File: src/rtl/core_launcher.sv
// Launch sequencer for the processor top: streams an image into data memory,
// holds the core in reset for a fixed period, then times the run until done or timeout.
`timescale 1ns/1ps
module core_launcher #(
  parameter int ADDR_W     = 8,
  parameter int DATA_W     = 8,
  parameter int RESET_HOLD = 2,
  parameter int DONE_MASK  = 2,
  parameter int TIMEOUT    = 500,
  parameter int CNT_W      = 16
) (
  input  logic              clk,
  input  logic              reset,
  input  logic              start,
  input  logic [ADDR_W:0]   load_len,
  input  logic              in_valid,
  input  logic [DATA_W-1:0] in_data,
  output logic              in_ready,
  output logic              dm_we,
  output logic [ADDR_W-1:0] dm_addr,
  output logic [DATA_W-1:0] dm_wdata,
  output logic              core_reset,
  input  logic              core_done,
  output logic              busy,
  output logic              finished,
  output logic              timed_out,
  output logic [CNT_W-1:0]  cycle_count
);

  localparam logic [2:0] S_IDLE    = 3'd0;
  localparam logic [2:0] S_LOAD    = 3'd1;
  localparam logic [2:0] S_HOLD    = 3'd2;
  localparam logic [2:0] S_RUN     = 3'd3;
  localparam logic [2:0] S_DONE    = 3'd4;
  localparam logic [2:0] S_TIMEOUT = 3'd5;

  localparam int HOLD_W = (RESET_HOLD > 1) ? $clog2(RESET_HOLD) : 1;
  localparam logic [HOLD_W-1:0] HOLD_LAST = HOLD_W'(RESET_HOLD - 1);
  localparam logic [CNT_W-1:0]  MASK_CNT  = CNT_W'(DONE_MASK);
  localparam logic [CNT_W-1:0]  LAST_CNT  = CNT_W'(TIMEOUT - 1);

  logic [2:0]        state_q, state_d;
  logic [ADDR_W:0]   len_q, len_d;
  // One bit wider than the address so a full 2**ADDR_W image never wraps early.
  logic [ADDR_W:0]   byte_idx_q, byte_idx_d;
  logic [HOLD_W-1:0] hold_cnt_q, hold_cnt_d;
  logic [CNT_W-1:0]  cycle_count_q, cycle_count_d;
  logic              dm_we_q, dm_we_d;
  logic [ADDR_W-1:0] dm_addr_q, dm_addr_d;
  logic [DATA_W-1:0] dm_wdata_q, dm_wdata_d;
  logic [ADDR_W:0]   last_idx;

  assign last_idx = len_q - (ADDR_W+1)'(1);

  always_comb begin
    // NOTE: every signal gets a default before the case so no latch is inferred.
    state_d       = state_q;
    len_d         = len_q;
    byte_idx_d    = byte_idx_q;
    hold_cnt_d    = hold_cnt_q;
    cycle_count_d = cycle_count_q;
    dm_we_d       = 1'b0;
    dm_addr_d     = dm_addr_q;
    dm_wdata_d    = dm_wdata_q;

    case (state_q)
      S_IDLE, S_DONE, S_TIMEOUT: begin
        if (start) begin
          len_d         = load_len;
          byte_idx_d    = '0;
          hold_cnt_d    = '0;
          cycle_count_d = '0;
          state_d       = (load_len != '0) ? S_LOAD : S_HOLD;
        end
      end
      S_LOAD: begin
        if (in_valid) begin
          dm_we_d    = 1'b1;
          dm_addr_d  = byte_idx_q[ADDR_W-1:0];
          dm_wdata_d = in_data;
          byte_idx_d = byte_idx_q + (ADDR_W+1)'(1);
          if (byte_idx_q == last_idx) begin
            state_d = S_HOLD;
          end
        end
      end
      S_HOLD: begin
        if (hold_cnt_q == HOLD_LAST) begin
          state_d = S_RUN;
        end else begin
          hold_cnt_d = hold_cnt_q + HOLD_W'(1);
        end
      end
      S_RUN: begin
        // Done beats timeout when both land on the same cycle; the count freezes.
        if (core_done && (cycle_count_q >= MASK_CNT)) begin
          state_d = S_DONE;
        end else begin
          if (cycle_count_q != '1) begin
            cycle_count_d = cycle_count_q + CNT_W'(1);
          end
          if (cycle_count_q == LAST_CNT) begin
            state_d = S_TIMEOUT;
          end
        end
      end
      default: state_d = S_IDLE;
    endcase
  end

  // NOTE: sequential state uses non-blocking assignments only.
  always_ff @(posedge clk or negedge reset) begin
    if (!reset) begin
      state_q       <= S_IDLE;
      len_q         <= '0;
      byte_idx_q    <= '0;
      hold_cnt_q    <= '0;
      cycle_count_q <= '0;
      dm_we_q       <= 1'b0;
      dm_addr_q     <= '0;
      dm_wdata_q    <= '0;
    end else begin
      state_q       <= state_d;
      len_q         <= len_d;
      byte_idx_q    <= byte_idx_d;
      hold_cnt_q    <= hold_cnt_d;
      cycle_count_q <= cycle_count_d;
      dm_we_q       <= dm_we_d;
      dm_addr_q     <= dm_addr_d;
      dm_wdata_q    <= dm_wdata_d;
    end
  end

  assign in_ready    = (state_q == S_LOAD);
  assign busy        = (state_q == S_LOAD) || (state_q == S_HOLD) || (state_q == S_RUN);
  assign core_reset  = (state_q != S_RUN);
  assign finished    = (state_q == S_DONE);
  assign timed_out   = (state_q == S_TIMEOUT);
  assign dm_we       = dm_we_q;
  assign dm_addr     = dm_addr_q;
  assign dm_wdata    = dm_wdata_q;
  assign cycle_count = cycle_count_q;

endmodule
File: config.mk
export PLATFORM = sky130hd
export DESIGN_NAME = core_launcher
export DESIGN_NICKNAME = d
export VERILOG_FILES = /design/src/rtl/core_launcher.sv
export SDC_FILE = /design/constraint.sdc
export NUM_CORES = 1
export LEC_CHECK = 0
export ABC_CLOCK_PERIOD_IN_PS = 2000
export CORE_MARGIN = 5
export CORE_UTILIZATION = 46
export CTS_CLUSTER_DIAMETER = 120
export DETAILED_ROUTE_END_ITERATION = 8
export GPL_TIMING_DRIVEN = 0
export PLACE_DENSITY = 0.86
export SLEW_MARGIN = 20
export SYNTH_ARGS = -nofsm -noshare
export SYNTH_HDL_FRONTEND = slang
export SYNTH_SLANG_ARGS = --single-unit
File: constraint.sdc
create_clock -name clk -period 2 [get_ports clk]
set_input_delay 0.3 -clock clk [delete_from_list [all_inputs] [get_ports clk]]
set_output_delay 0.3 -clock clk [all_outputs]
set_load 0.02 [all_outputs]
# [Yosys cells after proc, flatten, opt, wreduce, memory -nomap -nowiden]
# Cells that the tools add are included.
[classes] n_addsub=4 magnitude_cmp=1 eq_ne=16 n_mux=20 n_reduce_logical=15
[op_table] operator="two-way mux 16 bit" count=3
[op_table] operator="case mux 16 bit (2 select lines)" count=1
[op_table] operator="two-way mux 3 bit" count=6
[op_table] operator="two-way mux 9 bit" count=2
[op_table] operator="case mux 9 bit (2 select lines)" count=1
[op_table] operator="adder 16 x 1 -> 16 bit (second input constant)" count=1
[op_table] operator="== test 16 x 9 -> 1 bit (second input constant)" count=1
[op_table] operator="greater-or-equal comparator 16 x 2 -> 1 bit (second input constant)" count=1
[op_table] operator="!= test 16 bit (second input constant)" count=1
[op_table] operator="case mux 3 bit (4 select lines)" count=1
[op_table] operator="!= test 2 bit (second input constant)" count=5
[op_table] operator="adder 9 x 1 -> 9 bit (second input constant)" count=1
[op_table] operator="== test 9 bit" count=1
[op_table] operator="nonzero test 9 bit" count=1
[op_table] operator="subtractor 9 x 1 -> 9 bit (second input constant)" count=1
[op_table] operator="== test 3 x 2 -> 1 bit (second input constant)" count=2
[op_table] operator="== test 3 bit (second input constant)" count=2
[op_table] operator="AND reduction 2 bit" count=3
[op_table] operator="nonzero test 2 bit" count=3
[op_table] operator="AND reduction 5 bit" count=1
[op_table] operator="two-way mux 1 bit" count=4
[op_table] operator="AND reduction 4 bit" count=1
[op_table] operator="== test 3 x 1 -> 1 bit (second input constant)" count=1
[op_table] operator="zero test 3 bit" count=1
[op_table] operator="10 further kinds" count=11
[word_totals] ff_bits=55 in_bits=22 output_inout_bits=38 word_cells=64

# [Longest topological paths before layout]
[logic_depth] word_depth=5 mapped_depth=9 ltp_nobuf=8

# [Worst setup path before layout]
# No wires, ideal clock.
[synth_timing] kind="register to register" start="reg state_q[2]" end="reg dm_addr_q[2] (netlist: dm_addr[2])" setup_ps=65 arrival_ps=2306 t_required_ps=1935 setup_slack_ps=-371 stages_incl_launch_ff=8 n_path_buf=2 synth_period_minus_slack_ps=2371 path_cell_list="dfrtp_1 -> nor3b_1 -> nand2_1 -> inv_1 -> clkbuf_1 -> buf_1 -> nand2_1 -> nand2_1"
[synth_between] elab_chain_len=2
[synth_rtl] item="start: declaration" line_no="42" source="logic [2:0] state_q, state_d;"
[synth_rtl] item="start signal: assignment" line_no="123" source="state_q <= state_d;"
[synth_rtl] item="== test 3 x 1 -> 1 bit"
[synth_rtl] item="named net in_ready" line_no="18" source="output logic in_ready,"
[synth_rtl] item="AND reduction 2 bit (no source line)"
[synth_rtl] item="end signal: assignment" line_no="129" source="dm_addr_q <= dm_addr_d;"
[synth_rtl] item="end: declaration" line_no="49" source="logic [ADDR_W-1:0] dm_addr_q, dm_addr_d;"
# The timed path passes the listed nets, and every way through them passes these cells.
# A chain may end at the register's enable or synchronous reset.

# [Final worst setup path]
[layout_timing] start="reg cycle_count_q[10] (netlist: cycle_count[10])" end="reg cycle_count_q[3] (netlist: cycle_count[3])"
[layout_between] elab_chain_len=4 word_cells_on_any_way=6 cone_classes="order compare (1); eq/ne (3); reduce/logical (2)"
[layout_rtl] item="start: declaration" line_no="47" source="logic [CNT_W-1:0] cycle_count_q, cycle_count_d;"
[layout_rtl] item="start signal: assignment" line_no="127" source="cycle_count_q <= cycle_count_d;"
[layout_rtl] item="greater-or-equal comparator 16 x 2 -> 1 bit" line_no="96" source="if (core_done && (cycle_count_q >= MASK_CNT)) begin"
[layout_rtl] item="logical AND 1 bit" line_no="96"
[layout_rtl] item="!= test 2 bit (no source line)"
[layout_rtl] item="AND reduction 4 bit (no source line) *"
# Every way passes the cells marked *; elsewhere a longest branch is shown, timed or not.

==> impl_metrics.py <==
metrics = {
    "critical_path": {
        "start_kind": "flop",
        "cp_cell_sequence": "buf_4, buf_4, and4_4, nand4_1, nor4_4, or3_4, buf_8, or3_4, a21oi_2",
        "worst-path-buf-inv": 3,
        "crit_required_ns": 2.24,
        "path_class": "reg -> reg",
        "cpPeakStageDelay_ns": 0.45,
        "cp_slowest_cell": "dfrtp_2",
        "arrival_ns": 2.51,
        "endpoint_kind": "flop",
        "cp_top_family": "simple AND/OR/NAND/NOR gates",
        "crit_fanout": 9,
    },
    "placed_design": {
        "io_buffer_count": 59,
        "gp_congestion": 0.858,
        "hpwl_um": 5320,
        "dp_slack_ns": -0.413,
    },
    "sta": {
        "worstMarginPinSlew_ns": 0.699,
        "setup_viol": 16,
        "max_freq_mhz": 440,
        "setup_ws_ns": -0.271,
        "fin_crit_ns": 2.27,
        "post-route-period-util": 1.14,
        "timing.hold.ws_ns": 0.0250,
        "maxSlewHeadroom": 0.534,
        "hold_viol": 0,
        "drv_slew": 0,
        "clock_skew_ns": 0.0113,
        "rsz0062_at_grt": "true",
        "setup_tns_ns": -2.82,
    },
    "synthesis": {
        "yosys_warnings": 0,
        "post-synth-top-area-cell": "dfrtp_1",
        "avgSynthCellArea_um2": 8.59,
        "synth_area_leaders": "dfrtp_1 (48%), nand2_1 (12%), nor2_1 (3.6%), xor2_1 (3.3%), nand4_1 (3.3%)",
        "synthesis.area_um2": 2890,
        "synth_cells": 336,
        "synth_top_area_share": 0.477,
        "async_flop_share": 1.00,
        "synth_nets": 362,
        "synth-edff-count": 0,
        "post_synth_num_cell_types": 44,
        "ys_seq_area_frac": 0.477,
        "synth.ff_latch_count": 55,
        "synth_ff_type": "dfrtp_1",
    },
    "floorplanning": {
        "coreArea_um2": 6030,
        "rows": 28,
        "die_w_um": 89.2,
        "start_util": 0.479,
        "die_area_um2": 7960,
        "die_y_um": 89.2,
        "num_io_pins": 60,
    },
    "power_and_ir_drop": {
        "powerDensity_nw_per_um2": 1090,
        "vdd_drop_max_v": 0.000671,
        "seqPwrFrac": 0.384,
        "leakage_nw": 1.78,
        "intPower_mw": 2.65,
        "switching_power_mw": 1.76,
        "power_frac_comb": 0.445,
        "clock_power_share": 0.172,
        "power_mw": 4.42,
        "sw_frac_of_total": 0.399,
    },
    "drt": {
        "vias": 2874,
        "wl_per_cell_um": 17.0,
        "drt_iter0_markers": 253,
        "dr.pass1.iters": 5,
        "drc": 0,
        "viasPerCell": 5.77,
        "postRouteAntennaNets": 0,
        "drt-total-wl_um": 8460,
    },
    "clocking": {
        "numCtsBuffers": 5,
        "cts_tree": "built",
        "htree_levels": 2,
        "cts_root_buffer": "clkbuf_8",
        "clock_latency_ns": 0.32,
        "clockBufferDepth": 2,
        "cts.clk_slew.worst_paths_ns": 0.11,
        "hold_buffers": 0,
        "clock_sinks": 55,
    },
    "global_route": {
        "grt_first_pass_wirelength_um": 12900,
        "grt_pass1_vias": 2683,
        "antenna_found_initial": 0,
        "grt.overflow.total": 0,
        "grt_usage": 0.208,
        "grt_max_degree": 56,
    },
    "layout": {
        "syn_to_final_growth_pct": 40.1,
        "fin_nets": 448,
        "post-route-util": 0.671,
        "diodes": 0,
        "drive_gt1_frac": 0.189,
    },
    "min_path": {
        "hold_class": "in -> async",
    },
    "run_status": {
        "violations": "setup timing",
        "status": "finished, violations left",
    },
    "flow_run": {
        "cap_viol_max_count": 0,
    },
}
logic make-up after synthesis:
| kind of cell | count (synthesis) | share of synthesized area |
|---|---|---|
| AO/OA/AOI/OAI | 44 | 0.100 |
| XOR/XNOR | 20 | 0.0607 |
| adder cells (fa/ha/maj) | 4 | 0.0173 |
| buffers and inverters | 23 | 0.0308 |
| flip-flops | 55 | 0.477 |
| AND/OR/NAND/NOR | 190 | 0.314 |
per-stage QoR:
| step | cell area [um^2] | instances |
|---|---|---|
| 2_1_floorplan | 2930 | 336 |
| 3_3_place_gp | 3610 | 470 |
| 3_5_place_dp | 3610 | 470 |
| 4_1_cts | 3860 | 487 |
| 5_1_grt | 4040 | 498 |
| 6_report | 4040 | 498 |
cell usage after synthesis, types with 2 or more instances:
cell type  count
xor2_1        11
ha_1           4
nor2b_1        3
nand2b_1       3
o31ai_1        4
a21oi_1        8
xnor2_1        9
o21ai_0       14
a22oi_1        2
nand3_1        9
buf_2          2
or4_1          5
nor4_1         9
nor3b_1        4
inv_1          9
or2_2          3
nand4_1       15
and3b_1        2
or3_1          6
nand2_1       89
a31oi_1        4
nor3_1         7
nor2_1        28
and2_1         2
dfrtp_1       55
clkbuf_1      11
layout make-up:
class,count,area (um^2)
clock buffer,6,72.6
tap,75,93.8
fill,436,1980
clock inverter,2,37.5
multi-input combinational,258,1600
buffer,11,57.6
inverter,9,33.8
sequential,55,1390
timing repair buffer,82,756
registers in the layout (all words and copies together) (netlist names):
name,cells
cycle_count,16
byte_idx_q,9
len_q,9
dm_addr,8
dm_wdata,8
state_q,3
dm_we,1
hold_cnt_q,1
power groups by stage:
stage / Sequential [mW] / Combinational (mW) / Clock, mW
final: 1.69 / 1.96 / 0.758
after floorplan: 1.80 / 0.960 / 0
after detailed placement: 1.69 / 1.77 / 0
after CTS: 1.64 / 1.85 / 0.753
after global placement: 1.67 / 1.69 / 0
after global routing: 1.74 / 2.14 / 0.803
cell usage in the layout, fill, tap and decap left out, drive strengths merged, types with 7 or more instances in the layout:
cell	instances
clkdlybuf4s50	54
buf	27
nand3	9
dfrtp	55
nand4	15
nand2	89
o21ai	14
inv	9
nor2	28
nor3	7
xnor2	9
xor2	11
nor4	10
a21oi	8
clkbuf	14
what timing repair did:
| item | CTS | global route |
|---|---|---|
| pin swaps | 10 | 6 |
| buffers inserted | 9 | 14 |
| gates resized for setup | 19 | 27 |
| endpoints found under the setup margin | 31 | 30 |
path summary, 6_finish.rpt:
kind	start	endpoint	slack [ns]	cells after the start
max in group asynchronous	reset	cycle_count[0]$_DFFE_PN0P_	1.47	1
worst min-delay path	reset	dm_wdata[3]$_DFFE_PN0P_	0.02	1
worst max-delay path	cycle_count[10]$_DFFE_PN0P_	cycle_count[3]$_DFFE_PN0P_	-0.27	9
worst min register to register	dm_addr[2]$_DFFE_PN0P_	dm_addr[2]$_DFFE_PN0P_	0.48	2
worst max register to register	cycle_count[10]$_DFFE_PN0P_	cycle_count[3]$_DFFE_PN0P_	-0.27	9
min in group clk	dm_addr[2]$_DFFE_PN0P_	dm_addr[2]$_DFFE_PN0P_	0.48	2
layer usage:
metal / track usage / routed length (um)
met1: 0.278 / 3450
met2: 0.339 / 4210
met3: 0.0359 / 513
met4: 0.0812 / 283
met5: 0 / 0
(Power assumes the default switching activity.)
